==> src/rtl/tx_cmd_pkg.sv <==
// Shared types and constants for the TX command dispatcher.
//   state_t   : dispatcher FSM states
//   ADDR_W    : width of the send-engine RAM address
//   SLOT_W    : width of a PCIe slot index
//   slot_addr : base + (slot << shift), truncated to ADDR_W bits
package tx_cmd_pkg;

    localparam int ADDR_W = 25;
    localparam int SLOT_W = 6;

    typedef enum logic [1:0] {
        IDLE      = 2'd0,
        ISSUE     = 2'd1,
        WAIT_DONE = 2'd2,
        GAP       = 2'd3
    } state_t;

    // The sum is taken in ADDR_W bits so it wraps modulo 2^ADDR_W.
    function automatic logic [ADDR_W-1:0] slot_addr(
        input logic [ADDR_W-1:0] base,
        input logic [SLOT_W-1:0] slot,
        input int                shift
    );
        logic [ADDR_W-1:0] offset;
        offset = ADDR_W'(slot) << shift;
        return base + offset;
    endfunction

endpackage

==> src/rtl/tx_cmd_fifo.sv <==
// Synchronous first-word-fall-through FIFO holding queued slot indices.
//   clk, rst   : clock and synchronous active-high reset
//   push       : write request; accepted when not full or when popping this cycle
//   push_data  : data written on an accepted push
//   pop        : remove the head entry (ignored when empty)
//   pop_data   : head entry, valid whenever empty is low
//   level      : number of stored entries
//   full/empty : occupancy flags
//   drop       : push requested but refused this cycle
module tx_cmd_fifo #(
    parameter int DEPTH = 4,
    parameter int WIDTH = 6
) (
    input  logic                     clk,
    input  logic                     rst,
    input  logic                     push,
    input  logic [WIDTH-1:0]         push_data,
    input  logic                     pop,
    output logic [WIDTH-1:0]         pop_data,
    output logic [$clog2(DEPTH):0]   level,
    output logic                     full,
    output logic                     empty,
    output logic                     drop
);

    localparam int AW = (DEPTH > 1) ? $clog2(DEPTH) : 1;
    localparam int LW = $clog2(DEPTH) + 1;

    logic [WIDTH-1:0] mem [DEPTH];
    logic [AW-1:0]    wr_ptr;
    logic [AW-1:0]    rd_ptr;
    logic             do_push;
    logic             do_pop;

    function automatic logic [AW-1:0] ptr_next(input logic [AW-1:0] ptr);
        return (ptr == AW'(DEPTH - 1)) ? '0 : ptr + AW'(1);
    endfunction

    assign full     = (level == LW'(DEPTH));
    assign empty    = (level == '0);
    assign do_pop   = pop && !empty;
    // When full, a same-cycle pop frees the slot the write lands in.
    assign do_push  = push && (!full || do_pop);
    assign drop     = push && !do_push;
    assign pop_data = mem[rd_ptr];

    always_ff @(posedge clk) begin
        if (do_push) begin
            mem[wr_ptr] <= push_data;
        end
    end

    always_ff @(posedge clk) begin
        if (rst) begin
            wr_ptr <= '0;
            rd_ptr <= '0;
            level  <= '0;
        end else begin
            if (do_push) begin
                wr_ptr <= ptr_next(wr_ptr);
            end
            if (do_pop) begin
                rd_ptr <= ptr_next(rd_ptr);
            end
            case ({do_push, do_pop})
                2'b10:   level <= level + LW'(1);
                2'b01:   level <= level - LW'(1);
                default: level <= level;
            endcase
        end
    end

endmodule

==> src/rtl/tx_cmd_dispatcher.sv <==
// Queues PCIe send requests and hands them one at a time to the send engine.
//   clock_clk, reset_reset : clock and synchronous active-high reset
//   pcie_start_ram_addr    : slot index, qualified by pcie_signal
//   pcie_signal            : one-cycle request strobe
//   send_start_ram_addr    : RAM address of the command being sent
//   send_cmd_send          : one-cycle send command
//   tx_done                : send-engine completion pulse
//   clear_flags            : clears overflow / timeout_err
//   busy                   : FSM not idle or requests queued
//   fifo_level             : queued request count
//   overflow, timeout_err  : sticky error flags
//   sent_count             : completed sends (wrapping)
//
// state     | meaning
// IDLE      | waiting for a queued request; pops and latches its address
// ISSUE     | send_cmd_send asserted for this one cycle
// WAIT_DONE | waiting for tx_done or the timeout to expire
// GAP       | enforced idle spacing before the next command
module tx_cmd_dispatcher
    import tx_cmd_pkg::*;
#(
    parameter int                FIFO_DEPTH     = 4,
    parameter int                SLOT_SHIFT     = 11,
    parameter logic [ADDR_W-1:0] RAM_BASE       = 25'h0,
    parameter int                TIMEOUT_CYCLES = 65535,
    parameter int                GAP_CYCLES     = 12
) (
    input  logic                          clock_clk,
    input  logic                          reset_reset,
    input  logic [SLOT_W-1:0]             pcie_start_ram_addr,
    input  logic                          pcie_signal,
    output logic [ADDR_W-1:0]             send_start_ram_addr,
    output logic                          send_cmd_send,
    input  logic                          tx_done,
    input  logic                          clear_flags,
    output logic                          busy,
    output logic [$clog2(FIFO_DEPTH):0]   fifo_level,
    output logic                          overflow,
    output logic                          timeout_err,
    output logic [15:0]                   sent_count
);

    // Down-counter reload values; the terminal count of zero is the last cycle.
    // A zero-length gap still spends one cycle in GAP.
    localparam int TMO_LOAD = (TIMEOUT_CYCLES > 1) ? TIMEOUT_CYCLES - 1 : 0;
    localparam int GAP_LOAD = (GAP_CYCLES > 1) ? GAP_CYCLES - 1 : 0;
    localparam int TMAX     = (TMO_LOAD > GAP_LOAD) ? TMO_LOAD : GAP_LOAD;
    localparam int TW       = (TMAX > 0) ? $clog2(TMAX + 1) : 1;

    state_t            state;
    state_t            state_nxt;
    logic [TW-1:0]     timer;
    logic [TW-1:0]     timer_nxt;
    logic              pop;
    logic              done_ok;
    logic              timed_out;
    logic [SLOT_W-1:0] head;
    logic              fifo_empty;
    logic              fifo_full;
    logic              fifo_drop;

    tx_cmd_fifo #(
        .DEPTH (FIFO_DEPTH),
        .WIDTH (SLOT_W)
    ) u_fifo (
        .clk       (clock_clk),
        .rst       (reset_reset),
        .push      (pcie_signal),
        .push_data (pcie_start_ram_addr),
        .pop       (pop),
        .pop_data  (head),
        .level     (fifo_level),
        .full      (fifo_full),
        .empty     (fifo_empty),
        .drop      (fifo_drop)
    );

    always_ff @(posedge clock_clk) begin
        if (reset_reset) begin
            state <= IDLE;
            timer <= '0;
        end else begin
            state <= state_nxt;
            timer <= timer_nxt;
        end
    end

    always_comb begin
        state_nxt = state;
        timer_nxt = timer;
        pop       = 1'b0;
        done_ok   = 1'b0;
        timed_out = 1'b0;
        case (state)
            IDLE: begin
                if (!fifo_empty) begin
                    pop       = 1'b1;
                    state_nxt = ISSUE;
                end
            end
            ISSUE: begin
                state_nxt = WAIT_DONE;
                timer_nxt = TW'(TMO_LOAD);
            end
            WAIT_DONE: begin
                if (tx_done) begin
                    done_ok   = 1'b1;
                    state_nxt = GAP;
                    timer_nxt = TW'(GAP_LOAD);
                end else if (timer == '0) begin
                    timed_out = 1'b1;
                    state_nxt = GAP;
                    timer_nxt = TW'(GAP_LOAD);
                end else begin
                    timer_nxt = timer - TW'(1);
                end
            end
            GAP: begin
                if (timer == '0) begin
                    state_nxt = IDLE;
                end else begin
                    timer_nxt = timer - TW'(1);
                end
            end
            default: state_nxt = IDLE;
        endcase
    end

    // Set events take priority over clear_flags.
    always_ff @(posedge clock_clk) begin
        if (reset_reset) begin
            send_start_ram_addr <= '0;
            sent_count          <= '0;
            overflow            <= 1'b0;
            timeout_err         <= 1'b0;
        end else begin
            if (pop) begin
                send_start_ram_addr <= slot_addr(RAM_BASE, head, SLOT_SHIFT);
            end
            if (done_ok) begin
                sent_count <= sent_count + 16'd1;
            end
            if (fifo_drop) begin
                overflow <= 1'b1;
            end else if (clear_flags) begin
                overflow <= 1'b0;
            end
            if (timed_out) begin
                timeout_err <= 1'b1;
            end else if (clear_flags) begin
                timeout_err <= 1'b0;
            end
        end
    end

    assign send_cmd_send = (state == ISSUE);
    assign busy          = (state != IDLE) || !fifo_empty;

endmodule

==> config.mk <==
export PLATFORM = sky130hd
export DESIGN_NAME = tx_cmd_dispatcher
export DESIGN_NICKNAME = d
export VERILOG_FILES = /design/src/rtl/tx_cmd_pkg.sv /design/src/rtl/tx_cmd_fifo.sv /design/src/rtl/tx_cmd_dispatcher.sv
export SDC_FILE = /design/constraint.sdc
export NUM_CORES = 1
export LEC_CHECK = 0
export CAP_MARGIN = 5
export CORE_AREA = 2 2 100 82
export CTS_BUF_LIST = sky130_fd_sc_hd__clkbuf_8
export CTS_CLUSTER_SIZE = 16
export DETAILED_ROUTE_END_ITERATION = 10
export DIE_AREA = 0 0 102 84
export PLACE_DENSITY = 0.81
export REMOVE_ABC_BUFFERS = 1
export SYNTH_ARGS = -nofsm -noshare
export SYNTH_HDL_FRONTEND = slang
export SYNTH_SLANG_ARGS = --single-unit
==> constraint.sdc <==
create_clock -name clock_clk -period 3.6 [get_ports clock_clk]
set_clock_uncertainty 0.1 [all_clocks]
set_input_delay 0.54 -clock clock_clk [delete_from_list [all_inputs] [get_ports clock_clk]]
set_output_delay 0.54 -clock clock_clk [all_outputs]
set_load 0.02 [all_outputs]
# [Word-level counts from Yosys, hierarchy flattened]
# Memories as Yosys holds them, arrays and structs flattened. A register that Yosys moved wholly into a read port is not among the register bits.
# Index checks and enable logic that the tools add are counted.
[op_classes] n_eq_ne=12 add_sub_neg=6 n_reduce_logical=18 muxes=24
[ops] operator="16-bit two-way mux" count=3
[ops] operator="16-bit one-hot mux with 3 select lines" count=1
[ops] operator="16-bit by 1-bit adder with 16-bit output (second input constant)" count=1
[ops] operator="16-bit zero test" count=1
[ops] operator="16-bit by 1-bit subtractor with 16-bit output (second input constant)" count=1
[ops] operator="1-bit two-way mux" count=12
[ops] operator="2-bit two-way mux" count=6
[ops] operator="2-bit equality test (second input constant)" count=5
[ops] operator="2-bit one-hot mux with 4 select lines" count=1
[ops] operator="2-bit nonzero test" count=4
[ops] operator="2-bit != test (second input constant)" count=3
[ops] operator="3-bit one-hot mux with 2 select lines" count=1
[ops] operator="2-bit by 1-bit adder with 2-bit output (second input constant)" count=2
[ops] operator="2-bit by 1-bit equality test with 1-bit output (second input constant)" count=2
[ops] operator="3-bit by 1-bit adder with 3-bit output (second input constant)" count=1
[ops] operator="3-bit equality test (second input constant)" count=1
[ops] operator="1-bit logical AND" count=3
[ops] operator="1-bit zero test" count=3
[ops] operator="3-bit zero test" count=1
[ops] operator="3-bit != test (second input constant)" count=1
[ops] operator="3-bit AND reduction" count=1
[ops] operator="3-bit nonzero test" count=1
[ops] operator="3-bit by 1-bit subtractor with 3-bit output (second input constant)" count=1
[ops] operator="2-bit zero test" count=1
[ops] operator="2 further kinds" count=3
[totals] input_bits=11 memories=1 out_inout_bits=48 mem_bits_rw=24 register_bits=43 elab_cells=69
[memory_table] name="u_fifo.mem" words=4 width=6 rd=1 rd_clocked_by_memory_dff=1 write_ports=1 line_no="tx_cmd_fifo.sv:29" rtl="logic [WIDTH-1:0] mem [DEPTH];"

# [Longest topological paths before layout]
# Gate-level depths: netlist of the first run.
[logic_depth] ltp_word=9 mapped_depth=11 mapped_depth_nobuf=11

# [Cells and area by module]
# From an unflattened synthesis of the first run, not the netlist that was laid out.
[hier_totals] hier_cells=382 hier_area_um2=3852.4
[by_module_without_submodules] mod="tx_cmd_dispatcher" area_each_um2=2403.6 cells_each=287 n_inst=1
[by_module_without_submodules] mod="tx_cmd_fifo" area_each_um2=1448.9 cells_each=95 n_inst=1

# [Least setup slack after synthesis of the first run]
# No wires, ideal clock.
[synth_timing] kind="register to register" start="register state[0]" end="register u_fifo.level[2]" stages_incl_launch_ff=12 synth_period_minus_slack_ns=2.515 setup_ns=0.070 arrival_time_ns=2.345 setup_slack_ns=1.085 n_path_buf=0 cell_sequence="dfxtp_1 inv_1 ha_1 nor4b_1 nor2b_1 inv_1 ha_1 inv_1 fa_1 xor2_1 or3_1 a21oi_1"
[synth_between] elab_chain_cells=7
[synth_lines] element="start: declaration" line_no="tx_cmd_dispatcher.sv:50" rtl="state_t state;"
[synth_lines] element="start signal: assignment" line_no="tx_cmd_dispatcher.sv:83" rtl="state <= state_nxt;"
[synth_lines] element="2-bit zero test *" line_no="tx_cmd_dispatcher.sv:94" rtl="case (state)"
[synth_lines] element="1-bit two-way mux *" line_no="tx_cmd_dispatcher.sv:94"
[synth_lines] element="1-bit logical AND *" line_no="tx_cmd_fifo.sv:41" rtl="assign do_pop = pop && !empty;"
[synth_lines] element="1-bit logical OR" line_no="tx_cmd_fifo.sv:43" rtl="assign do_push = push && (!full || do_pop);"
[synth_lines] element="1-bit logical AND" line_no="tx_cmd_fifo.sv:43"
[synth_lines] element="2-bit by 1-bit equality test with 1-bit output or 2-bit equality test (tied branches)" line_no="tx_cmd_fifo.sv:65" rtl="case ({do_push, do_pop})"
[synth_lines] element="3-bit one-hot mux with 2 select lines or 2-bit nonzero test (tied branches)"
[synth_lines] element="end signal: assignment" line_no="tx_cmd_fifo.sv:66" rtl="2'b10: level <= level + LW'(1);"
[synth_lines] element="end signal: assignment" line_no="tx_cmd_fifo.sv:67" rtl="2'b01: level <= level - LW'(1);"
[synth_lines] element="end signal: assignment" line_no="tx_cmd_fifo.sv:68" rtl="default: level <= level;"
[synth_lines] element="end: declaration" line_no="tx_cmd_fifo.sv:20" rtl="output logic [$clog2(DEPTH):0] level,"
# Mark *: on every way between the ends. The rest lies on a longest branch, timed or not.
# A chain may end at the register's enable or synchronous reset.

# [Worst setup path after layout of the first run]
# Same ends and word-level chain as after synthesis.

==> parameters.txt, run 1 <==
Parameter                              Value

Place
  Placer congestion estimate    0.875
  Count of buffers inserted at the top-level ports    39
  Detailed Place HPWL    5510 um

Logic synthesis
  Commonest register cell after synthesis    dfxtp_1
  Area fraction of the dominant cell type after synthesis    26.5%
  Total standard cell area after synthesis    3700 um^2
  Largest cells by area after synthesis    dfxtp_1, edfxtp_1, ha_1
  Number of standard cells after synthesis    369
  Library cells used by synthesis    66
  Library cell with the largest summed area after synthesis    dfxtp_1
  Flip-flop and latch count after synthesis    73
  Portion of the post-synthesis area used by sequential elements    46.0%
  Async SR Flop Fraction    0%
  Count of flip-flops with a built-in enable after synthesis    24
  Synthesis Warnings    0
  Post-synthesis average cell area    10.0 um^2

Power and ir drop
  Share of total power in combinational logic    40.7%
  Maximum ir drop on the vdd rail    452 uV
  Net switching power    0.00122 W
  Standby leakage power    1.54 nW
  Clock power frac    20.4%
  Register share of total power    38.9%
  Total power per unit cell area    726 nW/um^2
  Internal power    0.00189 W
  Fraction of power spent switching nets    39.3%

Floorplan
  Floorplan Core Area    7690 um^2
  Effective utilization at floorplan    48.1%
  Floorplan die height    84 um
  Number of placement rows    29
  Area enclosed by the die boundary    8570 um^2
  I/O pins    59
  Die width    102 um

Timing
  Worst hold-check slack    361 ps
  Slew HR    57.4%
  Final number of hold-violating endpoints    0
  Portion of the clock cycle consumed by the worst path in the final layout    76.4%
  Maximum achievable frequency    363 MHz
  # setup viols final    0
  Max Slew Vio Count    0
  Setup TNS after final layout    0 ps
  Setup repair after global routing missed its margin    false
  Worst Max-Slew Pin Slew    637 ps
  Fin crit period    2750 ps

Worst setup path
  Critical Path Slowest Stage Cell    dfxtp_1
  Largest fanout on the critical path    7
  Crit Path Category    reg -> reg
  Type of origin of the critical path    flip-flop
  Data arrival, critical path    2920 ps
  Worst-case register-to-register setup slack    850 ps
  Cell mode on critical path    inv_1
  Nature of the critical path endpoint    flip-flop
  List of cells traversed by the critical path    inv_1 > ha_1 > nor4b_1 > nor2b_1 > inv_1 > ha_1 > inv_1 > fa_1 > xor2_1 > or3_1 > a21oi_1
  Worst endpoint required time    3770 ps
  Worst stage delay on the critical path    390 ps

Clock network
  Cell at the root of the clock tree    clkbuf_8
  Post-CTS setup-driven buffer insertion count    0
  Maximum buffer depth of the clock tree    2
  PostCTS Resize Cnt    0
  Clock tree sinks    73
  H-tree depth    3
  Number of hold buffers added after cts    0
  Clock tree from TritonCTS    built
  Clock buffers created by TritonCTS    9
  Clock edge transition at the registers on the reported setup and hold paths    70 ps
  Clock network latency to the later pin of the worst-skew pair    340 ps

Route
  DR vias    2,785
  Initial DRC count    177
  DRC viols    0
  Wire length per cell    14.7 um
  Routed vias/inst    5.39
  Wirelength, routed    7620 um
  Remaining antenna violation count after routing    0
  DR pass1 iterations    5

Layout
  Net count, final    429
  Layout overhead on the synthesized area    15.6%
  Layout fillers    661
  Diodes inserted    0
  Most common library cell in the layout ignoring fill and taps    dfxtp_1
  Most used cells in the layout excluding fill and tap cells    dfxtp_1, nor2_1, clkdlybuf4s50_1
  Fraction of final layout cells sized beyond drive strength 1    11.0%

Outcome
  Result of the run    completed

Global routing
  Global-route wire length before repair    13,000 um
  Number of global-route vias before repair    2,726
  Pin count of the biggest net entering global routing    21
  Number of antenna violations at the first check in global routing    0
  Overall overflow remaining after global route    0
  Overall routing resource usage    18.9%

Worst hold path
  Hold WC Path Type    reg -> reg

Flow run
  MaxCap Viol Count    0
[flip-flops by register name (all words and copies together) (netlist names)]
name and count:
overflow 1, send_start_ram_addr 6, sent_count 16, state 2
timeout_err 1, timer 16, u_fifo.level 3, u_fifo.mem 24
u_fifo.rd_ptr 2, u_fifo.wr_ptr 2
[synthesized netlist by cell type, types with 3 or more instances]
library cell / n
nor2_1: 40
xor2_1: 10
buf_4: 21
buf_1: 3
o22ai_1: 7
nand3_1: 7
o21ai_0: 9
or2_2: 3
dfxtp_1: 49
nand4_1: 5
o2bb2ai_1: 4
a31oi_1: 4
nor4_2: 3
clkbuf_1: 6
edfxtp_1: 24
inv_1: 16
a21oi_1: 24
buf_2: 4
xnor2_1: 5
ha_1: 13
mux4_2: 6
nor3_1: 11
or3_1: 6
nand2_1: 25
o211ai_1: 3
nor2b_1: 5
nor4_1: 3
and2_1: 5
a22o_1: 4
[layout make-up]
type	instances	area, um^2	area share (%)
Timing Repair Buffer	41	400	9.36
Sequential cell	73	1700	39.8
Clock inverter	6	60.1	1.40
Tap cell	108	135	3.16
Clock buffer	10	138	3.22
Multi-Input combinational cell	262	1780	41.6
Inverter	17	63.8	1.49
[critical path, delay by kind of cell, from the launching register on]
family | cells | cell delay, ps
compound gates | 1 | 140
xor+xnor | 1 | 160
flops | 1 | 390
simple gates | 3 | 830
buf+inv | 3 | 270
fa+ha+maj | 3 | 790
[power by group through the flow]
stage | Combinational [W] | Clock (W) | Sequential (W)
final | 0.00126 | 0.000634 | 0.00121
after global routing | 0.00139 | 0.000682 | 0.00124
after CTS | 0.00126 | 0.000644 | 0.00121
after detailed placement | 0.00125 | 0 | 0.00122
after global placement | 0.00121 | 0 | 0.00121
after floorplan | 0.000859 | 0 | 0.00123
[path summary, 6_finish.rpt]
path,end,startpoint,cells past startpoint
worst min register to register,send_start_ram_addr[13],send_start_ram_addr[13],2
worst max register to register,u_fifo.level[2],state[0],11
worst min-delay path,send_start_ram_addr[13],send_start_ram_addr[13],2
worst max-delay path,u_fifo.level[2],state[0],11
[stage by stage]
| step | utilization (%) | std cells | instance area (um^2) | total power [W] | setup slack [ps] |
|---|---|---|---|---|---|
| after CTS | 55.6 | 517 | 4280 | 0.00311 | 844 |
| after floorplan | - | 352 | 3540 | 0.00209 | 1090 |
| after global routing | 55.6 | 517 | 4280 | 0.00331 | 659 |
| after detailed placement | 53.0 | 501 | 4080 | 0.00247 | 870 |
| after global placement | 53.0 | 501 | 4080 | 0.00243 | 963 |
| final | 55.6 | 517 | 4280 | 0.00311 | 848 |
[layer usage]
metal | routed length [um] | track usage (%) | up-vias
met5 | 0 | 0 | -
met4 | 78 | 5.33 | 0
met3 | 599 | 5.44 | 7
met2 | 3450 | 28.1 | 103
met1 | 3500 | 26.9 | 1321
li1 | - | - | 1354
[cells by family after synthesis]
| kind of cell | Yosys count | synth area share, % |
|---|---|---|
| other | 1 | 0.101 |
| DFF | 73 | 46.0 |
| adders and majority gates | 14 | 4.94 |
| AOI/OAI and AO/OA | 76 | 14.6 |
| xor gates and xnor gates | 15 | 3.55 |
| muxes | 8 | 4.19 |
| and+or+nand+nor | 130 | 18.9 |
| buffers and inverters | 52 | 7.74 |
(Power assumes the default switching activity.)
==> run 2, diff against run 1 <==
clock period = 2.7 ns   (was 3.6 ns; I/O delays follow)
==> run 2 against run 1 <==
Compared with the run above:
- hold slack worse by 4.9 ps
- via count up 2.4%
- global-route usage up 0.59 points
- critical path type unchanged
- largest power group unchanged
==> parameters.txt, run 2 (synthesized netlist as in run 1, its figures left out) <==
Parameter                              Value

Route
  Initial DRC count    307 (+73%)
  DRC viols    0 (unchanged)
  DR vias    2,851 (+2.4%)
  DR pass1 iterations    5 (unchanged)
  Remaining antenna violation count after routing    0 (unchanged)
  Wire length per cell    14.9 um (+0.77%)
  Routed vias/inst    5.48 (+1.8%)
  Wirelength, routed    7730 um (+1.4%)

Timing
  Maximum achievable frequency    392 MHz (+7.8%)
  Fin crit period    2550 ps (-199 ps)
  Slew HR    65.4% (+8.0 points)
  Setup repair after global routing missed its margin    false
  Worst Max-Slew Pin Slew    515 ps (-122 ps)
  Setup slack of the critical path after layout    147 ps (-701 ps)
  Max Slew Vio Count    0 (unchanged)
  # setup viols final    0 (unchanged)
  Setup TNS after final layout    0 ps (unchanged)
  Portion of the clock cycle consumed by the worst path in the final layout    94.5% (+18 points)
  Final number of hold-violating endpoints    0 (unchanged)

Global routing
  Pin count of the biggest net entering global routing    30 (+43%)
  Global-route wire length before repair    13,200 um (+1.8%)
  Number of global-route vias before repair    2,822 (+3.5%)
  Overall overflow remaining after global route    0 (unchanged)
  Overall routing resource usage    19.5% (+0.59 points)
  Number of antenna violations at the first check in global routing    0 (unchanged)

Layout
  Biggest registers after layout    u_fifo.mem (24), sent_count (16), timer (16)
  Most used cells in the layout excluding fill and tap cells    dfxtp_1, nor2_1, clkdlybuf4s50_1
  Fraction of final layout cells sized beyond drive strength 1    12.4% (+1.4 points)
  Utilization after layout    56.1% (+0.46 points)
  Largest register by flop count    u_fifo.mem
  Number of flip-flops under the largest register name    24 (unchanged)
  Layout overhead on the synthesized area    16.6%
  Most common library cell in the layout ignoring fill and taps    dfxtp_1
  Diodes inserted    0 (unchanged)
  Net count, final    432 (+0.70%)

Place
  Detailed Place HPWL    5410 um (-1.9%)
  Place WS    -41.8 ps (-912 ps)
  Count of buffers inserted at the top-level ports    39 (unchanged)
  Placer congestion estimate    0.879 (+0.46%)

Worst setup path
  Worst endpoint required time    2880 ps (-890 ps)
  Data arrival, critical path    2730 ps (-190 ps)
  Capture point of the worst path    u_fifo.level[2]
  Count of cells along the worst register-to-register path    11 (unchanged)
  Worst R2R Start    state[0]
  Largest fanout on the critical path    4 (-3)
  Worst-case register-to-register setup slack    150 ps (-700 ps)
  Type of origin of the critical path    flip-flop
  Nature of the critical path endpoint    flip-flop
  Crit Path Category    reg -> reg
  Endpoint of the worst-slack reg-to-reg timing path    u_fifo.level[2]
  Critical path startpoint    state[0]

Floorplan
  Number of placement rows    29 (unchanged)
  Die width    102 um (unchanged)
  Area enclosed by the die boundary    8570 um^2 (unchanged)
  Floorplan Core Area    7690 um^2 (unchanged)
  Floorplan die height    84 um (unchanged)
  I/O pins    59 (unchanged)
  Effective utilization at floorplan    48.1% (unchanged)

Power and ir drop
  Total power per unit cell area    976 nW/um^2 (+34%)
  Maximum ir drop on the vdd rail    669 uV (+48%)
  Overall power consumption    0.00421 W (+36%)
  Standby leakage power    1.56 nW (+0.91%)

Outcome
  Result of the run    completed

Worst hold path
  Hold WC Path Type    reg -> reg
  Start point of the worst min-delay path    send_start_ram_addr[12]

Clock network
  Clock buffers created by TritonCTS    9 (unchanged)
  H-tree depth    3 (unchanged)
  Clock edge transition at the registers on the reported setup and hold paths    70 ps (about the same)
  Cell at the root of the clock tree    clkbuf_8
  Maximum buffer depth of the clock tree    2 (unchanged)
  Clock network latency to the later pin of the worst-skew pair    360 ps (+20 ps)
  Clock tree from TritonCTS    built
  Clock tree sinks    73 (unchanged)
  Number of hold buffers added after cts    0 (unchanged)

Flow run
  MaxCap Viol Count    0 (unchanged)
-- run 2: cell types whose count changed in the layout (fill, tap and decap cells not counted), sizes merged --
cell,delta
clkinv,-1
inv,+2
clkbuf,-1
buf,+3
-- run 2: what timing repair did --
action | in CTS | in global routing
gates resized for setup | 1 | 3
setup buffers | 0 | 0
endpoints found under the hold margin | 0 | 0
setup endpoints to repair | 1 | 1
gates cloned | 0 | 0
-- run 2: how the worst min path moves through the flow --
stage / to / slack [ps] / depth (start not counted)
finish: send_start_ram_addr[12] / 360 / 2
detailed placement: send_start_ram_addr[12] / 350 / 2
floorplan: timer[1] / 370 / 1
global placement: send_start_ram_addr[12] / 350 / 2
CTS: send_start_ram_addr[12] / 360 / 2
global route: send_start_ram_addr[12] / 380 / 2
-- run 2: final cells by class --
class / count / area [um^2]
clock buffers: 9 / 124
clock inverters: 7 / 68.8
fillers: 667 / 3380
inverters: 17 / 63.8
multi-input cells: 262 / 1790
flip-flops and latches: 73 / 1700
well taps: 108 / 135
repair buffers: 44 / 423
-- run 2: stage by stage --
stage	hold slack [ps]	cell area (um^2)	cells
after floorplan	371	3540	352
after global placement	345	4100	504
after detailed placement	350	4100	504
after CTS	361	4300	520
after global routing	384	4310	520
final	357	4310	520
-- run 2: per-layer routing --
layer,global-route usage [%],routed length [um],up-vias,part of all wire (%)
li1,-,-,1364,-
met1,25.3,3390,1354,44
met2,31.0,3600,123,47
met3,6.70,659,10,8.5
met4,5.45,79,0,1.0
met5,0,0,-,0
-- run 2: worst max-delay path, cell delays in order, from the launching register on --
cell     delay [ps]
dfxtp_2         360
inv_1            80
ha_1            260
nor4b_4         250
nor2b_1         100
inv_1            80
ha_1            180
inv_1            60
fa_1            380
xor2_1          160
or3_1           300
a21oi_1         160
-- run 2: power breakdown --
part / internal [W] / leakage, nW / switching, W
combinational: 0.000765 / 0.832 / 0.000984
clock: 0.000426 / 0.101 / 0.000412
sequential: 0.00135 / 0.622 / 0.000272
total: 0.00254 / 1.56 / 0.00167
==> run 3, diff against run 2 <==
clock period = 2.46 ns   (was 2.7 ns; I/O delays follow)
==> run 3 against run 2 <==
Compared with the run above:
- design area up 2.7%
- cell count rose by 1.9%
- routed wire length is 4.8% higher
- via count increased by 1.7%
- power up 16%
- fmax is 7.6% higher
- clock-buffer cell count did not move
- critical path depth unchanged
- global-route usage up 0.98 points
- sequential power increased by 9.9%
- worst setup slack worse by 59 ps
- critical endpoint unchanged
==> parameters.txt, run 3 (synthesized netlist as in run 1, its figures left out) <==
Parameter                              Value

Global routing
  Overall routing resource usage    20.5% (+0.98 points)
  Global-route wire length before repair    13,900 um (+5.2%)
  Number of global-route vias before repair    2,895 (+2.6%)
  Pin count of the biggest net entering global routing    28 (-6.7%)
  Number of antenna violations at the first check in global routing    0 (unchanged)
  Overall overflow remaining after global route    0 (unchanged)

Layout
  Most used cells in the layout excluding fill and tap cells    dfxtp_1, nor2_1, clkdlybuf4s50_1
  Biggest registers after layout    u_fifo.mem (24), sent_count (16), timer (16)
  Layout overhead on the synthesized area    19.7%
  Net count, final    442 (+2.3%)
  Number of flip-flops under the largest register name    24 (unchanged)
  Most common library cell in the layout ignoring fill and taps    dfxtp_1
  Total non-filler cell area in the finished layout    4430 um^2 (+2.7%)
  Diodes inserted    0 (unchanged)
  Fraction of final layout cells sized beyond drive strength 1    15.4% (+3.0 points)
  Largest register by flop count    u_fifo.mem

Clock network
  Clock network latency to the later pin of the worst-skew pair    350 ps (about the same)
  Post-CTS setup-driven buffer insertion count    0 (unchanged)
  Clock tree from TritonCTS    built
  Clock edge transition at the registers on the reported setup and hold paths    90 ps (+20 ps)
  Number of hold buffers added after cts    0 (unchanged)
  Clock buffers created by TritonCTS    9 (unchanged)
  Maximum buffer depth of the clock tree    2 (unchanged)
  H-tree depth    3 (unchanged)
  Cell at the root of the clock tree    clkbuf_8
  Clock tree sinks    73 (unchanged)

Route
  DR vias    2,899 (+1.7%)
  Initial DRC count    208 (-32%)
  Wirelength, routed    8090 um (+4.8%)
  Wire length per cell    15.3 um (+2.8%)
  Routed vias/inst    5.47 (-0.23%)
  DR pass1 iterations    5 (unchanged)
  Remaining antenna violation count after routing    0 (unchanged)
  DRC viols    0 (unchanged)

Timing
  Worst Max-Slew Pin Slew    584 ps (+69.4 ps)
  Worst hold-check slack    357 ps (+0.610 ps)
  Portion of the clock cycle consumed by the worst path in the final layout    96.4% (+1.9 points)
  Slew HR    60.7% (-4.7 points)
  # setup viols final    0 (unchanged)
  Final number of hold-violating endpoints    0 (unchanged)
  Fin crit period    2370 ps (-181 ps)
  Max Slew Vio Count    0 (unchanged)
  Maximum achievable frequency    422 MHz (+7.6%)
  Setup TNS after final layout    0 ps (unchanged)

Worst hold path
  Endpoint with the worst hold slack    send_start_ram_addr[13]
  Start point of the worst min-delay path    send_start_ram_addr[13]
  Hold WC Path Type    reg -> reg
  WHS Path Cells    2 (unchanged)

Worst setup path
  Nature of the critical path endpoint    flip-flop
  Data arrival, critical path    2550 ps (-180 ps)
  Count of cells along the worst register-to-register path    11 (unchanged)
  Crit Path Category    reg -> reg
  Worst-case register-to-register setup slack    90 ps (-60 ps)
  Worst R2R Start    state[0]
  Worst endpoint required time    2640 ps (-240 ps)
  Endpoint of the worst-slack reg-to-reg timing path    u_fifo.level[2]
  Largest fanout on the critical path    2 (-2)
  Type of origin of the critical path    flip-flop

Power and ir drop
  Standby leakage power    1.61 nW (+3.7%)
  Total power per unit cell area    1100 nW/um^2 (+13%)
  Maximum ir drop on the vdd rail    673 uV (+0.59%)

Floorplan
  Die width    102 um (unchanged)
  Effective utilization at floorplan    48.1% (unchanged)
  Floorplan Core Area    7690 um^2 (unchanged)
  Floorplan die height    84 um (unchanged)
  Area enclosed by the die boundary    8570 um^2 (unchanged)
  Number of placement rows    29 (unchanged)
  I/O pins    59 (unchanged)

Place
  Detailed Place HPWL    5620 um (+4.0%)
  Dpl cell area    4180 um^2 (+1.8%)
  Count of buffers inserted at the top-level ports    39 (unchanged)
  Placer congestion estimate    0.915 (+4.1%)

Outcome
  Result of the run    completed

Flow run
  MaxCap Viol Count    0 (unchanged)
==> run 3: cell types whose count changed in the layout (fill, tap and decap cells not counted), moves of 2 or more <==
cell	previous run	this run
buf_4	5	15
clkinv_2	2	0
clkinv_4	0	2
ha_1	13	11
ha_2	0	2
inv_1	17	15
==> run 3: power breakdown <==
| group | total [W] | leakage (nW) | internal (W) | switching [W] |
|---|---|---|---|---|
| clock | 0.00106 | 0.113 | 0.000582 | 0.000480 |
| sequential | 0.00178 | 0.622 | 0.00148 | 0.000302 |
| combinational | 0.00202 | 0.878 | 0.000900 | 0.00112 |
| total | 0.00486 | 1.61 | 0.00296 | 0.00190 |
==> run 3: layer usage <==
layer / vias to the layer above / wire length (um) / track usage [%]
met5: - / 0 / 0
met3: 12 / 613 / 5.03
met1: 1360 / 3560 / 27.9
met4: 0 / 127 / 7.64
li1: 1384 / - / -
met2: 143 / 3790 / 31.6
==> run 3: area by class of cell <==
cell class | count | area (um^2)
inverter | 17 | 63.8
tap | 108 | 135
sequential | 73 | 1700
fill | 660 | 3260
multi-input combinational | 262 | 1800
timing repair buffer | 54 | 498
clock inverter | 7 | 101
clock buffer | 9 | 124
==> run 3: through the flow <==
step | setup slack [ps] | utilization, % | power (W) | std cells
2_1_floorplan | -54.5 | - | 0.00306 | 352
3_3_place_gp | 63.8 | 54.3 | 0.00367 | 514
3_5_place_dp | -97.7 | 54.3 | 0.00376 | 514
4_1_cts | 1.82 | 57.5 | 0.00487 | 530
5_1_grt | -41.3 | 57.6 | 0.00517 | 530
6_report | 88.7 | 57.6 | 0.00486 | 530
==> run 3: how the worst max path moves through the flow <==
stage                        start               to  cells after the start
after floorplan           state[0]  u_fifo.level[2]                     11
after global placement    state[0]  u_fifo.level[2]                     11
after detailed placement  state[0]  u_fifo.level[2]                     11
after CTS                 state[0]  u_fifo.level[2]                     11
after global routing      state[0]  u_fifo.level[2]                     11
final                     state[0]  u_fifo.level[2]                     11
==> run 3: critical path, stage by stage (launching register included) <==
cell and delay, ps:
dfxtp_2 340, inv_1 70, ha_2 200, nor4b_4 250, nor2b_2 100, inv_2 70, ha_2 180, inv_1 50
fa_1 370, xor2_1 160, or3_1 310, a21oi_1 120
==> run 3: timing repair <==
item,CTS,global route
gates resized for setup,5,3
pin swaps,2,2
endpoints found under the setup margin,1,1
